### config.mk
export PLATFORM = sky130hd
export DESIGN_NAME = if_fetch_stage_flat
export DESIGN_NICKNAME = d
export VERILOG_FILES = /design/src/rtl/if_fetch_stage_if.sv /design/src/rtl/if_fetch_stage.sv /design/src/flat_wrapper.sv
export SDC_FILE = /design/constraint.sdc
export NUM_CORES = 1
export LEC_CHECK = 0
export BUFFER_PORTS_ARGS = -buffer_cell sky130_fd_sc_hd__buf_2
export CELL_PAD_IN_SITES_DETAIL_PLACEMENT = 1
export CELL_PAD_IN_SITES_GLOBAL_PLACEMENT = 1
export CORE_ASPECT_RATIO = 0.6
export CORE_MARGIN = 2
export CORE_UTILIZATION = 50
export DETAILED_ROUTE_END_ITERATION = 8
export GPL_TIMING_DRIVEN = 0
export PLACE_DENSITY = 0.95
export SYNTH_ARGS = -nofsm -noshare
export SYNTH_HDL_FRONTEND = slang
export SYNTH_SLANG_ARGS = --single-unit
### constraint.sdc
create_clock -name clk -period 13.3 [get_ports clk]
set_input_delay 2.66 -clock clk [delete_from_list [all_inputs] [get_ports clk]]
set_output_delay 2.66 -clock clk [all_outputs]
set_load 0.1 [all_outputs]
### src/rtl/if_fetch_stage_if.sv
// Instruction SRAM-like request/response bus between the fetch stage and the
// instruction memory.
//   inst_sram_req      fetch request valid (fetch side -> memory)
//   inst_sram_addr     fetch address       (fetch side -> memory)
//   inst_sram_addr_ok  request accepted this cycle, qualified by req
//   inst_sram_data_ok  one in-order response returns this cycle
//   inst_sram_rdata    response instruction word
interface if_fetch_stage_if;
    logic        inst_sram_req;
    logic [31:0] inst_sram_addr;
    logic        inst_sram_addr_ok;
    logic        inst_sram_data_ok;
    logic [31:0] inst_sram_rdata;

    modport master (
        output inst_sram_req,
        output inst_sram_addr,
        input  inst_sram_addr_ok,
        input  inst_sram_data_ok,
        input  inst_sram_rdata
    );

    modport slave (
        input  inst_sram_req,
        input  inst_sram_addr,
        output inst_sram_addr_ok,
        output inst_sram_data_ok,
        output inst_sram_rdata
    );
endinterface

### src/rtl/if_fetch_stage.sv
// Instruction-fetch stage. Owns the fetch PC, issues requests on the inst SRAM
// bus, tracks in-flight PCs, buffers returned words in order and presents the
// head entry {pc, inst, adef} to the decoder. A redirect flushes the buffer,
// restarts fetch and drops responses still in flight.
// Ports:
//   clk, resetn                     clock, async active-low reset
//   inst_sram (master)              req/addr out, addr_ok/data_ok/rdata in
//   redirect, redirect_pc           flush and restart at redirect_pc
//   id_allowin                      decoder consumes the head entry
//   if_valid/if_pc/if_inst/if_adef  head entry (all zero when empty)
module if_fetch_stage #(
    parameter logic [31:0] RESET_PC  = 32'h1C00_0000,
    parameter int unsigned BUF_DEPTH = 2
) (
    input  logic             clk,
    input  logic             resetn,
    if_fetch_stage_if.master inst_sram,
    input  logic             redirect,
    input  logic [31:0]      redirect_pc,
    input  logic             id_allowin,
    output logic             if_valid,
    output logic [31:0]      if_pc,
    output logic [31:0]      if_inst,
    output logic             if_adef
);
    localparam int unsigned PTR_W = $clog2(BUF_DEPTH);
    localparam int unsigned CNT_W = PTR_W + 1;
    localparam int unsigned OCC_W = CNT_W + 1;

    typedef struct packed {
        logic [31:0] pc;
        logic [31:0] inst;
        logic        adef;
    } fetch_entry_t;

    logic [31:0] fetch_pc_q, fetch_pc_d;
    logic        halted_q, halted_d;
    logic [CNT_W-1:0] outst_q, outst_d;
    logic [CNT_W-1:0] discard_q, discard_d;
    logic [CNT_W-1:0] cnt_q, cnt_d;
    logic [PTR_W-1:0] head_q, head_d, tail_q, tail_d;
    logic [PTR_W-1:0] pcq_head_q, pcq_head_d, pcq_tail_q, pcq_tail_d;

    fetch_entry_t ent_q [BUF_DEPTH];
    logic [31:0]  pcq_q [BUF_DEPTH];

    logic         req_c, acc_c, dok_c, drop_c, ret_c, adef_c, pop_c;
    logic         ent_we_c, pcq_we_c;
    fetch_entry_t ent_wdata_c;
    logic [OCC_W-1:0] occ_c;
    fetch_entry_t head_c;

    // Request/response qualification; a data_ok with nothing in flight is stale.
    always_comb begin
        occ_c  = OCC_W'(outst_q) + OCC_W'(cnt_q);
        req_c  = resetn && !redirect && !halted_q && (fetch_pc_q[1:0] == 2'b00)
                 && (occ_c < OCC_W'(BUF_DEPTH));
        acc_c  = req_c && inst_sram.inst_sram_addr_ok;
        dok_c  = inst_sram.inst_sram_data_ok && ((outst_q != '0) || (discard_q != '0));
        drop_c = dok_c && (discard_q != '0);
        ret_c  = dok_c && (discard_q == '0);
        adef_c = (fetch_pc_q[1:0] != 2'b00) && !halted_q && (outst_q == '0)
                 && (cnt_q < CNT_W'(BUF_DEPTH));
        pop_c  = (cnt_q != '0) && id_allowin;
    end

    // Next-state: redirect overrides everything else in the cycle.
    always_comb begin
        fetch_pc_d  = fetch_pc_q;
        halted_d    = halted_q;
        outst_d     = outst_q;
        discard_d   = discard_q;
        cnt_d       = cnt_q;
        head_d      = head_q;
        tail_d      = tail_q;
        pcq_head_d  = pcq_head_q;
        pcq_tail_d  = pcq_tail_q;
        ent_we_c    = 1'b0;
        ent_wdata_c = '0;
        pcq_we_c    = 1'b0;

        if (redirect) begin
            fetch_pc_d = redirect_pc;
            halted_d   = 1'b0;
            discard_d  = outst_q + discard_q - CNT_W'(dok_c);
            outst_d    = '0;
            cnt_d      = '0;
            head_d     = '0;
            tail_d     = '0;
            pcq_head_d = '0;
            pcq_tail_d = '0;
        end else begin
            if (pop_c) begin
                head_d = head_q + PTR_W'(1);
            end
            if (drop_c) begin
                discard_d = discard_q - CNT_W'(1);
            end
            if (ret_c) begin
                ent_we_c    = 1'b1;
                ent_wdata_c = '{pc: pcq_q[pcq_head_q], inst: inst_sram.inst_sram_rdata, adef: 1'b0};
                pcq_head_d  = pcq_head_q + PTR_W'(1);
            end else if (adef_c) begin
                ent_we_c    = 1'b1;
                ent_wdata_c = '{pc: fetch_pc_q, inst: 32'h0, adef: 1'b1};
                halted_d    = 1'b1;
            end
            if (ent_we_c) begin
                tail_d = tail_q + PTR_W'(1);
            end
            cnt_d = cnt_q + CNT_W'(ent_we_c) - CNT_W'(pop_c);
            if (acc_c) begin
                pcq_we_c   = 1'b1;
                pcq_tail_d = pcq_tail_q + PTR_W'(1);
                fetch_pc_d = fetch_pc_q + 32'd4;
            end
            outst_d = outst_q + CNT_W'(acc_c) - CNT_W'(ret_c);
        end
    end

    // Control state register.
    always_ff @(posedge clk or negedge resetn) begin
        if (!resetn) begin
            fetch_pc_q <= RESET_PC;
            halted_q   <= 1'b0;
            outst_q    <= '0;
            discard_q  <= '0;
            cnt_q      <= '0;
            head_q     <= '0;
            tail_q     <= '0;
            pcq_head_q <= '0;
            pcq_tail_q <= '0;
        end else begin
            fetch_pc_q <= fetch_pc_d;
            halted_q   <= halted_d;
            outst_q    <= outst_d;
            discard_q  <= discard_d;
            cnt_q      <= cnt_d;
            head_q     <= head_d;
            tail_q     <= tail_d;
            pcq_head_q <= pcq_head_d;
            pcq_tail_q <= pcq_tail_d;
        end
    end

    // Storage arrays; contents are only observed through valid counters.
    always_ff @(posedge clk) begin
        if (ent_we_c) begin
            ent_q[tail_q] <= ent_wdata_c;
        end
        if (pcq_we_c) begin
            pcq_q[pcq_tail_q] <= fetch_pc_q;
        end
    end

    assign inst_sram.inst_sram_req  = req_c;
    assign inst_sram.inst_sram_addr = fetch_pc_q;

    assign head_c   = ent_q[head_q];
    assign if_valid = (cnt_q != '0);
    assign if_pc    = if_valid ? head_c.pc   : 32'h0;
    assign if_inst  = if_valid ? head_c.inst : 32'h0;
    assign if_adef  = if_valid ? head_c.adef : 1'b0;
endmodule
### src/flat_wrapper.sv
// flat-port wrapper written by rule: the top's interface ports become plain ports
module if_fetch_stage_flat 
#(
    parameter logic [31:0] RESET_PC  = 32'h1C00_0000,
    parameter int unsigned BUF_DEPTH = 2
)
  (clk, resetn, redirect, redirect_pc, id_allowin, if_valid, if_pc, if_inst, if_adef, inst_sram_inst_sram_req, inst_sram_inst_sram_addr, inst_sram_inst_sram_addr_ok, inst_sram_inst_sram_data_ok, inst_sram_inst_sram_rdata);
  if_fetch_stage_if inst_sram_i ();
  input  logic clk;
  input  logic resetn;
  input  logic redirect;
  input  logic [31:0] redirect_pc;
  input  logic id_allowin;
  output logic if_valid;
  output logic [31:0] if_pc;
  output logic [31:0] if_inst;
  output logic if_adef;
  output wire logic [$bits(inst_sram_i.inst_sram_req)-1:0] inst_sram_inst_sram_req;
  output wire logic [$bits(inst_sram_i.inst_sram_addr)-1:0] inst_sram_inst_sram_addr;
  input wire logic [$bits(inst_sram_i.inst_sram_addr_ok)-1:0] inst_sram_inst_sram_addr_ok;
  input wire logic [$bits(inst_sram_i.inst_sram_data_ok)-1:0] inst_sram_inst_sram_data_ok;
  input wire logic [$bits(inst_sram_i.inst_sram_rdata)-1:0] inst_sram_inst_sram_rdata;
  assign inst_sram_inst_sram_req = inst_sram_i.inst_sram_req;
  assign inst_sram_inst_sram_addr = inst_sram_i.inst_sram_addr;
  assign inst_sram_i.inst_sram_addr_ok = inst_sram_inst_sram_addr_ok;
  assign inst_sram_i.inst_sram_data_ok = inst_sram_inst_sram_data_ok;
  assign inst_sram_i.inst_sram_rdata = inst_sram_inst_sram_rdata;
  if_fetch_stage #(.RESET_PC(RESET_PC), .BUF_DEPTH(BUF_DEPTH)) u_core (.clk(clk), .resetn(resetn), .inst_sram(inst_sram_i), .redirect(redirect), .redirect_pc(redirect_pc), .id_allowin(id_allowin), .if_valid(if_valid), .if_pc(if_pc), .if_inst(if_inst), .if_adef(if_adef));
endmodule
==> impl_metrics.toml, run 1 <==
[placement]
dpl.hpwl_mm = 20.8
gp_congestion = 0.892
numPlacedInstances = 1215
pre_cts_slack_ns = 6.12
port_buffers = 168

[critical_path]
r2r_end = "u_core.pcq_q[0][11]"
worstReg2RegStart = "u_core.outst_q[0]"
rrSetupSlack_ns = 9.80
endpoint_kind = "output port"
critPathLaunch = "resetn"
arrival_ns = 4.51
path_class = "in -> out"
cp-endpoint = "inst_sram_inst_sram_req"
startpoint_type = "input pin"
crit_fanout = 46
r2r_cells = 8
crit_required_ns = 10.64

[power_and_ir_drop]
leakagePower_nw = 4.56
p_int_mw = 1.49
seq_power_share = 0.349
clkPwrFrac = 0.239
switchingPower_mw = 1.24
combPwrFrac = 0.411
powerDensity_nw_per_um2 = 220
p_sw_frac = 0.455
ir_drop_v = 0.000152

[die]
initial_core_util = 0.514
rows = 40
die-area_sq_um = 21900
io_pins = 169
core_sq_um = 20100
fp.dieW_microns = 190
die_h_microns = 115

[synthesis]
synth-main-ff-cell = "edfxtp_1"
seq_area_frac_synth = 0.668
synth_area_leaders = "edfxtp_1 (56%), dfrtp_1 (9.7%), mux2i_1 (9.4%)"
syn_avg_cell_area_sq_um = 13.5
synth_common_cells = "edfxtp_1 (194), mux2i_1 (97), nor2_1 (94)"
synth-edff-count = 194
synth.most_common_cell = "edfxtp_1"
yosysTopAreaCell = "edfxtp_1"
synth_warnings = 0
synth_seq_cells = 237
yosysTopAreaCellShare = 0.563
syn_area_sq_um = 10300
synth_nets = 843
ys_types = 50
async_flop_share = 0.181
synthCells = 765

[min_path]
hp-class = "reg -> reg"
hold_path_depth = 0

[sta]
fin_tns_setup_ns = 0
period_share = 0.539
clock.fmax_ghz = 0.139
rsz0062_at_grt = "false"
worst_pin_slew_ns = 1.15
period_needed_ns = 7.17
setup_viol = 0
slew_violations = 0
slew_headroom = 0.234
timing.final.ws_setup_ns = 6.13
finClkSkew_ns = 0.0115
finalHoldViolations = 0

[clock_network]
cts_tree = "done"
cts_setup_buffers = 0
ctsResizeCount = 0
cts_root_buffer = "clkbuf_16"
clk_latency_ns = 0.51
cts.sinks = 237
cts.path.max_buffers = 3
cts-htree-levels = 1
ctsHoldBuffers = 0
path_clk_slew_ns = 0.07
numCtsBuffers = 23

[cells_and_area]
fill_cells = 2048
multi_input_area_sq_um = 3220
drive_gt1_frac = 0.231
fin_util = 0.617
nets = 1045
synthToLayoutAreaGrowth_pct = 20.0
seq_area_sq_um = 6910
final_cells = 1257

[routing]
antenna_left = 0
first_pass_iters = 5
post_drt_via_cell_ratio = 5.86
remaining_drc_errors = 0
wirelength_mm = 29.6
wire_per_inst_microns = 23.6
drt_iter0_drc = 708
num_vias = 7369

[grt]
grt_use_total = 0.273
grt.overflow.total = 0
grt_pass1_vias = 7634
antenna_found_initial = 1
grt_max_degree = 47
grt_pass1_wl_mm = 44.7

[job]
timing.max_cap.violations = 0

[status]
status = "completed"
## through the flow
| step | hold WS [ns] | power [mW] | instance area, sq um |
|---|---|---|---|
| 2_1_floorplan | 0.464 | 1.86 | 10300 |
| 3_3_place_gp | 0.471 | 2.06 | 11500 |
| 3_5_place_dp | 0.480 | 2.09 | 11700 |
| 4_1_cts | 0.497 | 2.74 | 12400 |
| 5_1_grt | 0.521 | 2.83 | 12400 |
| 6_report | 0.498 | 2.73 | 12400 |
## routing by layer
layer	vias up	track usage	wire length [microns]
met1	3707	0.384	12900
met5	-	0	0
met4	0	0.0698	715
met3	48	0.0531	2210
li1	3288	-	-
met2	326	0.444	13800
## kinds of logic after synthesis
group | count (synthesis) | synth area share
AO/OA/AOI/OAI | 91 | 0.0647
XOR/XNOR | 17 | 0.0144
adder cells (fa/ha/maj) | 8 | 0.0104
buffers and inverters | 60 | 0.0228
flip-flops | 237 | 0.668
multiplexers | 99 | 0.0961
AND/OR/NAND/NOR | 253 | 0.124
## power by group through the flow
stage / logic, mW / registers, mW / clock network (mW)
2_1_floorplan: 0.831 / 1.03 / 0
3_3_place_gp: 1.09 / 0.975 / 0
3_5_place_dp: 1.13 / 0.968 / 0
4_1_cts: 1.13 / 0.953 / 0.661
5_1_grt: 1.17 / 0.962 / 0.690
6_report: 1.12 / 0.954 / 0.654
## critical path, stage by stage
cell	delay (ns)
buf_2	0.83
nor3b_1	0.36
and2_1	0.20
buf_2	0.43
## state kept, by name, indices dropped and copies added (netlist names), 2 cells and up
register,flops
u_core.discard_q,2
u_core.pcq_q,64
u_core.outst_q,2
u_core.cnt_q,2
u_core.ent_q,130
u_core.inst_sram.inst_sram_addr,32
## final cells by class
class                      count  area share
timing repair buffer         177      0.0779
clock buffer                  35      0.0532
tap                          273      0.0275
buffer                        46      0.0147
inverter                      14     0.00424
multi-input combinational    468       0.259
sequential                   237       0.557
clock inverter                 6     0.00635
antenna                        1    0.000202
## worst min-delay path by stage
| stage | startpoint | end | slack [ns] |
|---|---|---|---|
| finish | u_core.inst_sram.inst_sram_addr[14] | u_core.pcq_q[1][14] | 0.50 |
| global route | u_core.inst_sram.inst_sram_addr[23] | u_core.pcq_q[1][23] | 0.52 |
| CTS | u_core.inst_sram.inst_sram_addr[14] | u_core.pcq_q[1][14] | 0.50 |
| detailed placement | u_core.inst_sram.inst_sram_addr[14] | u_core.pcq_q[1][14] | 0.48 |
| floorplan | u_core.pcq_tail_q | u_core.pcq_tail_q | 0.46 |
| global placement | u_core.inst_sram.inst_sram_addr[23] | u_core.pcq_q[1][23] | 0.47 |
## cell usage in the layout, fill, tap and decap left out, types with 4 or more instances in the layout
| master | n |
|---|---|
| nand4_1 | 12 |
| a31oi_1 | 12 |
| o31ai_1 | 6 |
| o32ai_1 | 5 |
| inv_1 | 12 |
| clkbuf_16 | 23 |
| o211ai_1 | 11 |
| and2_1 | 39 |
| ha_1 | 7 |
| mux2i_1 | 97 |
| nor2_1 | 93 |
| buf_1 | 8 |
| xnor2_1 | 14 |
| o21ai_0 | 14 |
| clkbuf_1 | 43 |
| nor3_1 | 4 |
| nand3_1 | 20 |
| buf_6 | 8 |
| o2bb2ai_1 | 26 |
| clkbuf_8 | 4 |
| or3_1 | 7 |
| o311ai_0 | 4 |
| buf_2 | 170 |
| dfrtp_1 | 40 |
| nor4_1 | 11 |
| or4_1 | 14 |
| a21oi_1 | 4 |
| edfxtp_1 | 194 |
| nand2_1 | 33 |
(Power assumes the default switching activity.)
==> run 2: changes to the inputs <==
Settings changed: CORE_UTILIZATION 50 to 46, PLACE_DENSITY 0.95 to 0.91.
Clock period 13.3 ns to 6.8 ns, I/O delays scaled along.
==> run 2 against run 1 <==
  * Utilization decreased by 5.6 points
  * Clock skew decreased by 0.0027 ns
  * Die area increased by 8.4%
  * Sequential power increased by 96%
  * Combinational power increased by 96%
==> impl_metrics.toml, run 2 (synthesis gave the netlist of run 1 again) <==
[min_path]
hold_path_depth = 0
hp-class = "reg -> reg"

[critical_path]
arrival_ns = 3.22
crit_fanout = 46
endpoint_kind = "output port"
crit_required_ns = 5.44
r2r_cells = 8
startpoint_type = "input pin"
path_class = "in -> out"

[placement]
dpl.hpwl_mm = 20.9
port_buffers = 168
numPlacedInstances = 1225
gp_congestion = 0.876
pre_cts_slack_ns = 2.12

[cells_and_area]
fill_cells = 2283
fin_util = 0.560
largest_reg_flops = 130
layout_common_cells = "edfxtp_1 (194), buf_2 (170), mux2i_1 (97), nor2_1 (93), clkbuf_1 (47)"
nets = 1042
largest-register = "u_core.ent_q"
synthToLayoutAreaGrowth_pct = 19.6
final_common_cell = "edfxtp_1"
final_cells = 1267
drive_gt1_frac = 0.224

[routing]
first_pass_iters = 4
wire_per_inst_microns = 23.1
drt_iter0_drc = 554
num_vias = 7275
post_drt_via_cell_ratio = 5.74
remaining_drc_errors = 0
antenna_left = 0
wirelength_mm = 29.3

[clock_network]
cts_setup_buffers = 0
clk_latency_ns = 0.51
cts.sinks = 237
cts_tree = "done"
path_clk_slew_ns = 0.07
cts_root_buffer = "clkbuf_16"
ctsResizeCount = 0
cts-htree-levels = 1
numCtsBuffers = 23
ctsHoldBuffers = 0
cts.path.max_buffers = 3

[sta]
clock.fmax_ghz = 0.218
period_needed_ns = 4.58
worst_pin_slew_ns = 1.15
period_share = 0.674
slew_headroom = 0.234
timing.final.ws_setup_ns = 2.22
hold_ws_ns = 0.524
finClkSkew_ns = 0.00872
slew_violations = 0
rsz0062_at_grt = "false"
finalHoldViolations = 0
setup_viol = 0

[power_and_ir_drop]
p_int_mw = 2.81
powerDensity_nw_per_um2 = 423
clkPwrFrac = 0.224
ir_drop_v = 0.000254
seq_power_share = 0.357
switchingPower_mw = 2.42
p_total_mw = 5.24
p_sw_frac = 0.463
combPwrFrac = 0.420
leakagePower_nw = 4.52

[die]
io_pins = 169
rows = 42
die-area_sq_um = 23700
die_h_microns = 120
fp.dieW_microns = 198
core_sq_um = 22100
initial_core_util = 0.468

[job]
timing.max_cap.violations = 0

[grt]
use_met3 = 0.0450
grt_pass1_wl_mm = 43.9
grt.overflow.total = 0
busiest_layer = "met2"
use_met2 = 0.383
grt_use_total = 0.247
use_met1 = 0.363
grt_pass1_vias = 7441
antenna_found_initial = 2
grt_max_degree = 47

[status]
status = "completed"
## run 2: cell types whose count changed in the layout (fill, tap and decap cells not counted), sizes merged
cell	before	now
buf	188	185
bufinv	2	0
clkinvlp	0	1
clkbuf	70	71
## run 2: final timing paths
kind	startpoint	end	slack [ns]
setup / recovery	resetn	inst_sram_inst_sram_req	2.22
hold / removal	u_core.inst_sram.inst_sram_addr[31]	u_core.pcq_q[0][31]	0.52
setup reg to reg	u_core.outst_q[0]	u_core.pcq_q[0][6]	3.16
hold reg to reg	u_core.inst_sram.inst_sram_addr[31]	u_core.pcq_q[0][31]	0.52
max in group asynchronous	resetn	u_core.inst_sram.inst_sram_addr[8]	5.02
min in group asynchronous	resetn	u_core.inst_sram.inst_sram_addr[1]	1.07
## run 2: worst max-delay path: stages
cell,delay (ns)
buf_2,0.83
nor3b_1,0.36
and2_1,0.21
buf_2,0.44
## run 2: final cells by class
| cell class | count | area, sq um | share of cell area |
|---|---|---|---|
| flip-flops and latches | 237 | 6910 | 0.558 |
| inverters | 14 | 52.6 | 0.00425 |
| well taps | 286 | 358 | 0.0289 |
| diodes | 1 | 2.50 | 0.000202 |
| multi-input cells | 468 | 3220 | 0.261 |
| clock buffers | 36 | 634 | 0.0513 |
| clock inverters | 5 | 26.3 | 0.00212 |
| plain buffers | 46 | 183 | 0.0148 |
| repair buffers | 174 | 981 | 0.0793 |
## run 2: power by group through the flow
stage	clock [mW]	combinational [mW]	sequential (mW)
after floorplan	0	1.63	2.00
final	1.17	2.20	1.87
after global routing	1.23	2.29	1.88
after global placement	0	2.13	1.90
after detailed placement	0	2.20	1.90
after CTS	1.19	2.21	1.87
## run 2: routing by layer
layer / up-vias / part of all wire
li1: 3290 / -
met1: 3693 / 0.46
met2: 249 / 0.45
met3: 41 / 0.065
met4: 2 / 0.020
met5: - / 0.00048
## run 2: per-stage QoR
stage / instance area (sq um) / setup TNS (ns)
2_1_floorplan: 10300 / 0
3_3_place_gp: 11500 / -37.21
3_5_place_dp: 11700 / 0
4_1_cts: 12400 / 0
5_1_grt: 12400 / 0
6_report: 12400 / 0
==> run 3: changes to the inputs <==
Settings changed: CORE_UTILIZATION 46 to 42, PLACE_DENSITY 0.91 to 0.88.
Clock period 6.8 ns to 4.1 ns, I/O delays scaled along.
==> run 3 against run 2 <==
  * Hold slack got worse by 0.030 ns
  * First-iteration DRC count rose by 12%
  * Setup slack lost 2.1 ns
  * Critical path depth grew 2
  * Combinational power is 66% higher
  * Via count rose by 1.0%
  * Die area up 9.3%
  * Final cell count grew 3.2%
  * Clock skew is 0.0081 ns higher
  * Critical endpoint is now if_pc[3]
  * Largest cell class unchanged
==> impl_metrics.toml, run 3 (synthesis gave the netlist of run 1 again) <==
[cells_and_area]
final_cells = 1307
fin_util = 0.520
final_common_cell = "edfxtp_1"
largest-register = "u_core.ent_q"
drive_gt1_frac = 0.239
largest_reg_flops = 130
synthToLayoutAreaGrowth_pct = 21.7
nets = 1043
layout_common_cells = "edfxtp_1 (194), buf_2 (170), mux2i_1 (97), nor2_1 (93), dfrtp_1 (40)"
fill_cells = 2497

[die]
die-area_sq_um = 25900
die_h_microns = 126
io_pins = 169
core_sq_um = 24200
fp.dieW_microns = 207
rows = 44
initial_core_util = 0.428

[clock_network]
numCtsBuffers = 24
cts_tree = "done"
cts_root_buffer = "clkbuf_16"
ctsResizeCount = 0
path_clk_slew_ns = 0.07
ctsHoldBuffers = 0
clk_latency_ns = 0.53
cts-htree-levels = 1
cts_setup_buffers = 0
cts.path.max_buffers = 3
cts.sinks = 237

[routing]
post_drt_via_cell_ratio = 5.62
wirelength_mm = 30.1
remaining_drc_errors = 0
num_vias = 7349
drt_iter0_drc = 618
antenna_left = 0
wire_per_inst_microns = 23.0
first_pass_iters = 5

[sta]
period_share = 0.966
timing.final.ws_setup_ns = 0.139
finClkSkew_ns = 0.0168
finalHoldViolations = 0
slew_headroom = 0.189
slew_violations = 0
setup_viol = 0
period_needed_ns = 3.96
hold_ws_ns = 0.494
worst_pin_slew_ns = 1.22
clock.fmax_ghz = 0.252
rsz0062_at_grt = "false"

[critical_path]
rrSetupSlack_ns = 0.70
r2r_cells = 9
arrival_ns = 3.14
r2r_end = "u_core.inst_sram.inst_sram_addr[21]"
endpoint_kind = "output port"
worstReg2RegStart = "u_core.outst_q[0]"
startpoint_type = "flop"
path_class = "reg -> out"
crit_required_ns = 3.28
crit_fanout = 10

[grt]
grt_max_degree = 54
grt_use_total = 0.234
grt_pass1_wl_mm = 45.6
grt_pass1_vias = 7733
grt.overflow.total = 0
antenna_found_initial = 2

[min_path]
min_from = "u_core.inst_sram.inst_sram_addr[14]"
hold_path_depth = 0
hp-class = "reg -> reg"
whs_endpoint = "u_core.pcq_q[1][14]"

[placement]
pre_cts_slack_ns = 0.176
dpl.hpwl_mm = 21.3
gp_congestion = 0.862
numPlacedInstances = 1261
port_buffers = 168

[power_and_ir_drop]
powerDensity_nw_per_um2 = 718
leakagePower_nw = 4.62
ir_drop_v = 0.000429

[job]
timing.max_cap.violations = 0

[status]
status = "completed"
[run 3: worst max path at each step]
| stage | cells past startpoint | end | slack (ns) | from |
|---|---|---|---|---|
| finish | 6 | if_pc[3] | 0.14 | u_core.head_q |
| global placement | 5 | u_core.pcq_q[0][7] | -1.55 | resetn |
| floorplan | 4 | u_core.pcq_q[0][0] | 0.39 | u_core.inst_sram.inst_sram_addr[1] |
| global route | 6 | if_pc[4] | 0.002 | u_core.head_q |
| detailed placement | 7 | u_core.inst_sram.inst_sram_addr[16] | 0.18 | resetn |
| CTS | 6 | if_pc[27] | 0.10 | u_core.head_q |
[run 3: worst max-delay path, cell delays in order (launching register included)]
cell and delay, ns:
dfrtp_1 0.32, clkbuf_1 0.13, clkbuf_1 0.60, buf_1 0.74, mux2i_1 0.19, nor2_1 0.15
buf_2 0.46
[run 3: report_power, final]
part	total [mW]	leakage, nW	switching, mW	internal (mW)
Combinational	3.66	1.88	2.98	0.676
Clock	2.27	0.415	0.947	1.33
Sequential	3.10	2.33	0.164	2.93
Total	9.03	4.62	4.09	4.94
[run 3: through the flow]
step                      cell area, sq um  setup TNS (ns)  power, mW
final                                12600               0       9.03
after global routing                 12600               0       9.35
after CTS                            12600               0       9.09
after detailed placement             11800               0       6.82
after global placement               11600         -189.27       6.68
after floorplan                      10300               0       6.02
[run 3: area by class of cell]
cell class,instances,area [sq um],area share
clock inverter,13,121,0.00965
multi-input combinational,468,3220,0.256
antenna,2,5.00,0.000398
tap,322,403,0.0320
clock buffer,31,698,0.0555
sequential,237,6910,0.549
timing repair buffer,174,986,0.0784
inverter,14,52.6,0.00418
buffer,46,184,0.0146
[run 3: per-layer routing]
layer | vias up | part of all wire | global-route usage | routed length [microns]
met4 | 0 | 0.024 | 0.0685 | 735
met5 | - | 0 | 0 | 0
li1 | 3293 | - | - | -
met3 | 56 | 0.078 | 0.0469 | 2350
met1 | 3698 | 0.45 | 0.341 | 13500
met2 | 302 | 0.45 | 0.356 | 13500
